[src/rtl/spi_master.sv]
// spi_master: SPI mode-0 master; moves 36-bit parameter words as 40-bit frames {01,hi18,10,lo18}.
// Latency: FETCH(2) + SETUP/GAP + 40 bits of 2*CLK_DIV clk each + CHECK(1); HOLD ends the window.
// Optional build macro SPI_MASTER_RX_RAW_EN: skip RX marker checks, write every frame, frame_error stays 0.
module spi_master #(
  parameter int PARAM_WIDTH = 36,
  parameter int ADDR_WIDTH  = 8,
  parameter int CLK_DIV     = 8,
  parameter int SSEL_SETUP  = 8,
  parameter int FRAME_GAP   = 8
) (
  input  logic                   clk,
  input  logic                   reset,
  input  logic                   start,
  input  logic [ADDR_WIDTH-1:0]  word_count,
  output logic                   busy,
  output logic                   done,
  output logic [ADDR_WIDTH-1:0]  tx_rd_addr,
  input  logic [PARAM_WIDTH-1:0] tx_rd_data,
  output logic [ADDR_WIDTH-1:0]  rx_wr_addr,
  output logic [PARAM_WIDTH-1:0] rx_wr_data,
  output logic                   rx_wr_enable,
  output logic                   frame_error,
  output logic                   spi_SCLK,
  output logic                   spi_SSEL,
  output logic                   spi_MOSI,
  input  logic                   spi_MISO
);

  localparam int HW = PARAM_WIDTH / 2;
  localparam int FW = PARAM_WIDTH + 4;
  localparam logic [15:0] DIV_LAST   = 16'(CLK_DIV - 1);
  localparam logic [15:0] SETUP_LAST = 16'(SSEL_SETUP - 1);
  // CHECK already contributes one low cycle after the final SCLK fall
  localparam logic [15:0] HOLD_LAST  = 16'(SSEL_SETUP - 2);
  localparam logic [15:0] GAP_LAST   = 16'(FRAME_GAP - 1);
  localparam logic [5:0]  BIT_LAST   = 6'(FW - 1);

  typedef enum logic [2:0] {
    S_IDLE, S_FETCH, S_SETUP, S_SHIFT, S_CHECK, S_GAP, S_HOLD
  } state_t;

  state_t              state, state_nxt;
  logic [15:0]         cnt;
  logic [5:0]          bit_cnt;
  logic                phase;      // 0: SCLK low half, 1: SCLK high half
  logic [FW-2:0]       tx_sr;      // bits still to go after the one on MOSI
  logic [FW-1:0]       rx_sr;
  logic [ADDR_WIDTH-1:0] words_q;
  logic                miso_q1, miso_s;
  logic                chk_d;
  logic                go, load, sample, fall, chk, fin;
  logic                last_frame, rx_ok;
  logic [FW-1:0]       framed;
  logic [PARAM_WIDTH-1:0] rx_payload;

  assign last_frame = (tx_rd_addr == words_q);
  assign framed     = {2'b01, tx_rd_data[PARAM_WIDTH-1:HW], 2'b10, tx_rd_data[HW-1:0]};
  assign rx_payload = {rx_sr[FW-3:HW+2], rx_sr[HW-1:0]};

`ifdef SPI_MASTER_RX_RAW_EN
  assign rx_ok = 1'b1;
`else
  assign rx_ok = (rx_sr[FW-1:FW-2] == 2'b01) && (rx_sr[HW+1:HW] == 2'b10);
`endif

  // State register
  always_ff @(posedge clk) begin
    if (reset) state <= S_IDLE;
    else       state <= state_nxt;
  end

  // Next-state decode
  always_comb begin
    state_nxt = state;
    case (state)
      S_IDLE:  if (go)                        state_nxt = S_FETCH;
      S_FETCH: if (load)                      state_nxt = spi_SSEL ? S_SETUP : S_SHIFT;
      S_SETUP: if (sample)                    state_nxt = S_SHIFT;
      S_SHIFT: if (fall && bit_cnt == BIT_LAST) state_nxt = S_CHECK;
      S_CHECK:                                state_nxt = last_frame ? S_HOLD : S_GAP;
      S_GAP:   if (cnt == GAP_LAST)           state_nxt = S_FETCH;
      S_HOLD:  if (fin)                       state_nxt = S_IDLE;
      default:                                state_nxt = S_IDLE;
    endcase
  end

  // Per-state control strobes; the last SETUP cycle doubles as bit 0's low phase
  always_comb begin
    go     = 1'b0;
    load   = 1'b0;
    sample = 1'b0;
    fall   = 1'b0;
    chk    = 1'b0;
    fin    = 1'b0;
    case (state)
      S_IDLE:  go     = start && !done;
      S_FETCH: load   = (cnt == 16'd1);
      S_SETUP: sample = (cnt == SETUP_LAST);
      S_SHIFT: begin
        sample = !phase && (cnt == DIV_LAST);
        fall   =  phase && (cnt == DIV_LAST);
      end
      S_CHECK: chk    = 1'b1;
      S_HOLD:  fin    = (cnt == HOLD_LAST);
      default: ;
    endcase
  end

  // Two-flop MISO synchronizer
  always_ff @(posedge clk) begin
    if (reset) begin
      miso_q1 <= 1'b0;
      miso_s  <= 1'b0;
    end else begin
      miso_q1 <= spi_MISO;
      miso_s  <= miso_q1;
    end
  end

  // Datapath: timers, shift registers, registered SPI pins and memory strobes
  always_ff @(posedge clk) begin
    if (reset) begin
      cnt          <= '0;
      bit_cnt      <= '0;
      phase        <= 1'b0;
      tx_sr        <= '0;
      rx_sr        <= '0;
      words_q      <= '0;
      chk_d        <= 1'b0;
      busy         <= 1'b0;
      done         <= 1'b0;
      tx_rd_addr   <= '0;
      rx_wr_addr   <= '0;
      rx_wr_data   <= '0;
      rx_wr_enable <= 1'b0;
      frame_error  <= 1'b0;
      spi_SCLK     <= 1'b0;
      spi_SSEL     <= 1'b1;
      spi_MOSI     <= 1'b0;
    end else begin
      rx_wr_enable <= 1'b0;
      done         <= 1'b0;
      chk_d        <= chk;

      if (state == S_IDLE || state != state_nxt || (state == S_SHIFT && cnt == DIV_LAST))
        cnt <= '0;
      else
        cnt <= cnt + 16'd1;

      if (go) begin
        words_q     <= word_count;
        tx_rd_addr  <= '0;
        rx_wr_addr  <= '0;
        frame_error <= 1'b0;
        busy        <= 1'b1;
      end

      if (load) begin
        tx_sr    <= framed[FW-2:0];
        spi_MOSI <= framed[FW-1];
        phase    <= 1'b0;
        bit_cnt  <= '0;
        if (spi_SSEL) spi_SSEL <= 1'b0;
      end

      if (sample) begin
        rx_sr    <= {rx_sr[FW-2:0], miso_s};
        spi_SCLK <= 1'b1;
        phase    <= 1'b1;
      end

      if (fall) begin
        spi_SCLK <= 1'b0;
        phase    <= 1'b0;
        spi_MOSI <= tx_sr[FW-2];
        tx_sr    <= {tx_sr[FW-3:0], 1'b0};
        bit_cnt  <= bit_cnt + 6'd1;
      end

      if (chk) begin
        if (rx_ok) begin
          rx_wr_enable <= 1'b1;
          rx_wr_data   <= rx_payload;
        end else begin
          frame_error  <= 1'b1;
        end
        if (!last_frame) tx_rd_addr <= tx_rd_addr + 1'b1;
      end

      // Advance after the write cycle so RX index k always tracks frame k
      if (chk_d) rx_wr_addr <= rx_wr_addr + 1'b1;

      if (fin) begin
        spi_SSEL <= 1'b1;
        done     <= 1'b1;
        busy     <= 1'b0;
      end
    end
  end

endmodule

[config.mk]
export PLATFORM = sky130hd
export DESIGN_NAME = spi_master
export DESIGN_NICKNAME = d
export VERILOG_FILES = /design/src/rtl/spi_master.sv
export SDC_FILE = /design/constraint.sdc
export NUM_CORES = 1
export LEC_CHECK = 0
export CAP_MARGIN = 25
export CORE_MARGIN = 1.5
export CORE_UTILIZATION = 54
export CTS_CLUSTER_DIAMETER = 100
export DETAILED_ROUTE_END_ITERATION = 6
export GPL_ROUTABILITY_DRIVEN = 0
export MAX_ROUTING_LAYER = met4
export PLACE_DENSITY = 0.8
export SETUP_SLACK_MARGIN = 0.4
export SLEW_MARGIN = 0
export SYNTH_ARGS = -nofsm -noshare
export SYNTH_HDL_FRONTEND = slang
export SYNTH_SLANG_ARGS = --single-unit
export TNS_END_PERCENT = 30
[constraint.sdc]
create_clock -name clk -period 2.7 [get_ports clk]
set_input_delay 0.405 -clock clk [delete_from_list [all_inputs] [get_ports clk]]
set_output_delay 0.405 -clock clk [all_outputs]
set_load 0.01 [all_outputs]
==> summary.md, run 1 <==
| Metric | Value |
|---|---|
| Worst skew pair latency | 0.43 ns |
| Worst-path clk slew | 0.06 ns |
| DR iter-0 viols | 478 |
| Main synth FF type | dfxtp_1 |
| Internal | 4.20 mW |
| Met2 GRT Util | 35.8% |
| VDD IR max | 0.644 mV |
| DR DRC count | 0 |
| Area of the core | 12700 µm² |
| Syn Std Cell Area | 7060 µm² |
| Synth area leader | dfxtp_1 |
| Final instance area | 8870 µm² |
| Via-to-Cell Ratio | 5.56 |
| Initial antenna violation count | 0 |
| Clock sink count | 175 |
| Post-synth top cells | 223 x nand2_1, 175 x dfxtp_1, 138 x a21oi_1 |
| Finish-stage setup viols | 0 |
| Post-synth EDFFs | 0 |
| CTS tree | yes |
| Row Count | 41 |
| Antenna viol nets, final | 0 |
| Yosys reg bits | 175 |
| Met3 Use GR | 5.98% |
| Drt wl/cell | 14.1 µm |
| # Max-Cap Violations | 0 |
| GR Layer Usage met1 | 30.6% |
| Diode count | 0 |
| Ys async rst share | 0% |
| Distinct cell type count of the synthesized netlist | 52 |
| Cells after Synth | 838 |
| Switching fraction of total power | 21.6% |
| GR peak layer | met2 |
| Status | finished clean |
| I/O Buffers | 106 |
| Clock power frac | 45.5% |
| NumNets Final | 976 |
| Die Ht | 117 µm |
| RSZ-0062 raised after global routing | yes |
| Critical-path maximum fanout | 41 |
| Synth area leaders | dfxtp_1 50%, nand2_1 12%, a21oi_1 9.8% |
| GRT overflow | 0 |
| Dpl hpwl | 9710 µm |
| Sw Pwr | 1.16 mW |
| Type of the worst setup path | register to register |
| Total power | 5.35 mW |
| Synth top area share | 49.6% |
| Final min period | 2.15 ns |
| Detailed-route via count | 6156 |
| Sequential power share | 49.2% |
| Worst Max-Slew Pin Slew | 0.689 ns |
| Vias in the first global route | 5602 |
| Sequential share of the synthesized area | 49.6% |
| Clk root buf | clkbuf_16 |
| Critical path data arrival time | 2.50 ns |
| Area Overhead vs Synth | 25.7% |
| IO Pins | 107 |
| Die area | 13800 µm² |
| Total CTS buffers | 17 |
| Final period util | 79.7% |
| Initial DRT Pass Iterations | 7 |
| CTS Buffer Depth | 2 |
| Combinational Power Share | 5.3% |
| Final wirelength | 15600 µm |
| H-tree depth | 4 |
| Clock skew | 0.00800 ns |
| Total negative slack | 0 ns |
| Share of cells above drive strength 1 | 7.91% |
| DIE WIDTH | 117 µm |
| Largest net degree at the start of global routing | 102 |
| Dpl cell area | 8210 µm² |
| Final Hold Viols | 0 |
| Total GRT Usage | 23.7% |
| Req. time, crit path | 3.05 ns |
| Worst setup SP type | register |
| Mapped Nets | 892 |
| Initial Util | 55.7% |
| HP Class | register to register |
| FMAX | 465 MHz |
| Slew Limit Fails | 0 |
| Syn_area_per_cell | 8.43 µm² |
| Worst slew margin | 54.1% |
| CP Capture Type | register |
| Most numerous cell in the Yosys netlist | nand2_1 |
| PwrDens | 603 nW/µm² |
| Final core occ | 70.0% |
| Synth warnings | 0 |
| Leakage | 2.88 nW |
| Post-CTS Hold Buffers | 0 |
| Hold WS | 0.442 ns |
| First-pass GRT wire length | 26400 µm |
final timing paths:
kind | slack (ns) | to | cells past startpoint | start
worst max-delay path | 0.55 | rx_sr[15] | 7 | cnt[0]
worst min-delay path | 0.44 | miso_s | 1 | miso_q1
worst max register to register | 0.55 | rx_sr[15] | 7 | cnt[0]
worst min register to register | 0.44 | miso_s | 1 | miso_q1
placed cells by master, fill, tap and decap left out, types with 8 or more instances in the layout:
| cell | n |
|---|---|
| clkbuf_16 | 17 |
| clkdlybuf4s50_1 | 105 |
| nand4_1 | 8 |
| nor3_1 | 9 |
| buf_4 | 14 |
| xor2_1 | 14 |
| xnor2_1 | 8 |
| nand3b_1 | 8 |
| nand3_1 | 22 |
| a21oi_1 | 138 |
| nor2_1 | 25 |
| dfxtp_1 | 175 |
| nor2b_1 | 8 |
| nor4_2 | 13 |
| nor4_1 | 10 |
| a22oi_1 | 38 |
| nand2_1 | 223 |
kinds of logic after synthesis:
| kind of cell | after synthesis | share of synthesized area (%) |
|---|---|---|
| AOI/OAI and AO/OA | 212 | 18.0 |
| buffers and inverters | 62 | 3.88 |
| DFF | 175 | 49.6 |
| xor gates and xnor gates | 22 | 2.73 |
| adders and majority gates | 6 | 1.06 |
| muxes | 4 | 0.567 |
| and+or+nand+nor | 357 | 24.1 |
per-stage QoR:
stage	setup slack [ns]	cells
final	0.549	1107
after global placement	0.313	1072
after floorplan	0.732	838
after global routing	0.364	1107
after CTS	0.409	1104
after detailed placement	0.289	1072
power groups by stage:
stage | clock network [mW] | logic (mW) | registers [mW]
2_1_floorplan | 0 | 0.155 | 2.68
3_3_place_gp | 0 | 0.261 | 2.69
3_5_place_dp | 0 | 0.262 | 2.69
4_1_cts | 2.47 | 0.268 | 2.63
5_1_grt | 2.58 | 0.306 | 2.64
6_report | 2.44 | 0.282 | 2.63
registers in the layout, summed over array words and instances, names as in the netlist:
signal / flops
rx_wr_data: 36
tx_rd_addr: 8
bit_cnt: 6
spi_MOSI: 1
done: 1
rx_sr: 40
rx_wr_enable: 1
spi_SCLK: 1
frame_error: 1
phase: 1
spi_SSEL: 1
busy: 1
miso_q1: 1
miso_s: 1
words_q: 8
rx_wr_addr: 8
tx_sr: 39
chk_d: 1
state: 3
cnt: 16
worst max-delay path, cell delays in order (launching register included):
cell      delay (ns)
dfxtp_1         0.41
ha_1            0.24
and4bb_2        0.25
and4_1          0.32
and3_1          0.19
buf_4           0.37
nand2_1         0.11
a21oi_1         0.16
layout make-up:
type	instances	area, µm²
Timing Repair Buffer	122	1220
Tap cell	172	215
Fill cell	1041	3800
Clock inverter	9	106
Multi-Input combinational cell	601	3330
Inverter	5	18.8
Clock buffer	23	488
Sequential cell	175	3500
per-layer routing:
layer / up-vias / share of wire (%) / wire length [µm]
li1: 3093 / - / -
met1: 2874 / 46 / 7170
met2: 164 / 47 / 7390
met3: 25 / 5.3 / 833
met4: 0 / 1.5 / 227
met5: - / 0 / 0
what timing repair did:
item                                    CTS  global route
gates resized for setup                   2             6
hold endpoints to repair                  0             0
pin swaps                                 0             2
endpoints found under the setup margin   16            58
cloned                                    0             0
setup buffers                             0             3
No activity file was read; power rests on OpenSTA's default activity.
==> run 2, diff against run 1 <==
- CORE_UTILIZATION: 54 -> 49
- PLACE_DENSITY: 0.8 -> 0.76
- clock period: 2.7 -> 1.9 ns (I/O delays scaled with it)
==> summary.md, run 2 (synthesis gave the netlist of run 1 again) <==
| Metric | Value |
|---|---|
| Finish-stage setup viols | 0 (unchanged) |
| Critical path data arrival time | 2.20 ns (-0.30 ns) |
| Critical-path maximum fanout | 8 (-80%) |
| Reg with most FFs | rx_sr |
| Max reg flops | 40 (unchanged) |
| Final core occ | 75.2% (+5.2 points) |
| CP cell instances | ha_4 -> and4bb_2 -> and4_4 -> a21o_1 -> a31o_4 -> nor4_2 |
| I/O Buffers | 106 (unchanged) |
| Area Overhead vs Synth | 49.0% |
| DR DRC count | 0 (unchanged) |
| Clock skew | 0.00732 ns (-0.000677 ns) |
| Most frequent cells in the layout | 156 x nand2_1, 147 x dfxtp_1, 134 x a21oi_1 |
| Clk root buf | clkbuf_16 |
| Status | finished clean |
| Initial Util | 50.5% (-5.2 points) |
| Total power | 8.33 mW (+56%) |
| Row Count | 43 (+4.9%) |
| CTS tree | yes |
| Placed Cells | 1114 (+3.9%) |
| Final instance area | 10500 µm² (+19%) |
| Max stage delay on crit path | 0.36 ns (-0.05 ns) |
| Initial antenna violation count | 0 (unchanged) |
| Worst-path clk slew | 0.07 ns (about the same) |
| H-tree depth | 4 (unchanged) |
| Commonest non-fill, non-tap cell in the layout | nand2_1 |
| NumNets Final | 1035 (+6.0%) |
| Combinational Power Share | 6.8% (+1.5 points) |
| Leakage | 4.57 nW (+59%) |
| Vias in the first global route | 5717 (+2.1%) |
| Area of the core | 14000 µm² (+10%) |
| Final period util | 97.7% (+18 points) |
| Layout fillers | 945 (-9.2%) |
| Total negative slack | 0 ns (unchanged) |
| Final min period | 1.86 ns (-0.295 ns) |
| Slew Limit Fails | 0 (unchanged) |
| # Max-Cap Violations | 0 (unchanged) |
| Internal | 6.46 mW (+54%) |
| Switching fraction of total power | 22.5% (+0.93 points) |
| Initial DRT Pass Iterations | 6 (-1) |
| CP Capture Type | register |
| Final wirelength | 19500 µm (+25%) |
| PwrDens | 792 nW/µm² (+31%) |
| Dpl cell area | 8700 µm² (+6.1%) |
| DIE WIDTH | 123 µm (+4.9%) |
| CTS Buffer Depth | 2 (unchanged) |
| Hold depth | 3 (+2) |
| Clock power frac | 48.2% (+2.7 points) |
| Share of cells above drive strength 1 | 29.7% (+22 points) |
| First-pass GRT wire length | 27900 µm (+5.9%) |
| Total CTS buffers | 17 (unchanged) |
| Die area | 15100 µm² (+9.9%) |
| RSZ-0062 raised after global routing | yes |
| Path depth of the worst reg2reg path | 6 (-1) |
| Diode count | 0 (unchanged) |
| FMAX | 539 MHz (+16%) |
| Worst setup SP type | register |
| Total GRT Usage | 24.1% (+0.42 points) |
| IO Pins | 107 (unchanged) |
| Die Ht | 123 µm (+4.9%) |
| Dpl hpwl | 10200 µm (+5.1%) |
| Via-to-Cell Ratio | 5.64 (+1.4%) |
| Antenna viol nets, final | 0 (unchanged) |
| Req. time, crit path | 2.24 ns (-0.81 ns) |
| Type of the worst setup path | register to register |
| GRT overflow | 0 (unchanged) |
| Worst skew pair latency | 0.43 ns (about the same) |
| Worst Max-Slew Pin Slew | 0.702 ns (+0.0136 ns) |
| DR iter-0 viols | 450 (-5.9%) |
| Registers with the most flip-flops | rx_sr: 40 flops, tx_sr: 39 flops, rx_wr_data: 36 flops |
| Worst slew margin | 53.2% (-0.91 points) |
| Detailed-route via count | 6623 (+7.6%) |
| Largest net degree at the start of global routing | 158 (+55%) |
| Critical path's slowest cell | dfxtp_4 |
| Drt wl/cell | 16.6 µm (+17%) |
| Clock sink count | 175 (unchanged) |
| VDD IR max | 0.716 mV (+11%) |
| HP Class | primary input to register |
| Sequential power share | 45.0% (-4.2 points) |
| Sw Pwr | 1.88 mW (+62%) |
| Post-Layout Cell Count | 1174 (+6.1%) |
| Final Hold Viols | 0 (unchanged) |
## run 2: changes by cell type in the layout (fill, tap and decap cells not counted), sizes merged, moves of 2 or more
cell | before | now
buf | 17 | 70
bufinv | 2 | 5
dlymetal6s2s | 0 | 59
clkinvlp | 3 | 1
clkdlybuf4s50 | 105 | 46
inv | 6 | 10
## run 2: area by class of cell
| type | instances | area (µm²) | share of cell area (%) |
|---|---|---|---|
| multi-input combinational | 602 | 3980 | 37.8 |
| inverter | 5 | 18.8 | 0.178 |
| clock buffer | 19 | 464 | 4.41 |
| timing repair buffer | 180 | 2060 | 19.6 |
| tap | 180 | 225 | 2.14 |
| sequential | 175 | 3550 | 33.8 |
| clock inverter | 13 | 221 | 2.10 |
## run 2: routing by layer
metal	wire length, µm	global-route usage, %	vias up
li1	-	-	3209
met1	8360	31.1	3167
met2	9590	36.6	226
met3	1280	7.38	21
met4	225	7.04	0
met5	0	-	-
## run 2: worst paths after layout
path / startpoint / end / slack, ns
max: cnt[0] / cnt[15] / 0.04
min: word_count[5] / words_q[5] / 0.39
min reg2reg: miso_s / rx_sr[0] / 0.44
max reg2reg: cnt[0] / cnt[15] / 0.04
## run 2: metrics by stage
step                      hold WS (ns)  worst slack, ns
final                            0.388           0.0446
after global routing             0.397          -0.0278
after CTS                        0.376           0.0806
after detailed placement         0.437           -0.117
after global placement           0.432          -0.0194
after floorplan                  0.413            0.113
## run 2: power groups by stage
stage	registers (mW)	logic (mW)	clock network, mW
after floorplan	3.81	0.244	0
after global placement	3.82	0.422	0
after detailed placement	3.82	0.422	0
after CTS	3.74	0.492	4.04
after global routing	3.75	0.605	4.23
final	3.75	0.570	4.02
## run 2: worst max-delay path: cells and delay by family (launching register included)
kind / cells / cell delay (ns)
flops: 1 / 0.36
fa+ha+maj: 1 / 0.17
compound gates: 2 / 0.51
simple gates: 3 / 0.72
## run 2: what timing repair did
action                                  CTS  global route
gates resized for setup                  43           200
setup buffers                             9            10
hold buffers                              0             0
endpoints found under the setup margin  229           230
pin swaps                                14            57
gates cloned                              3             6
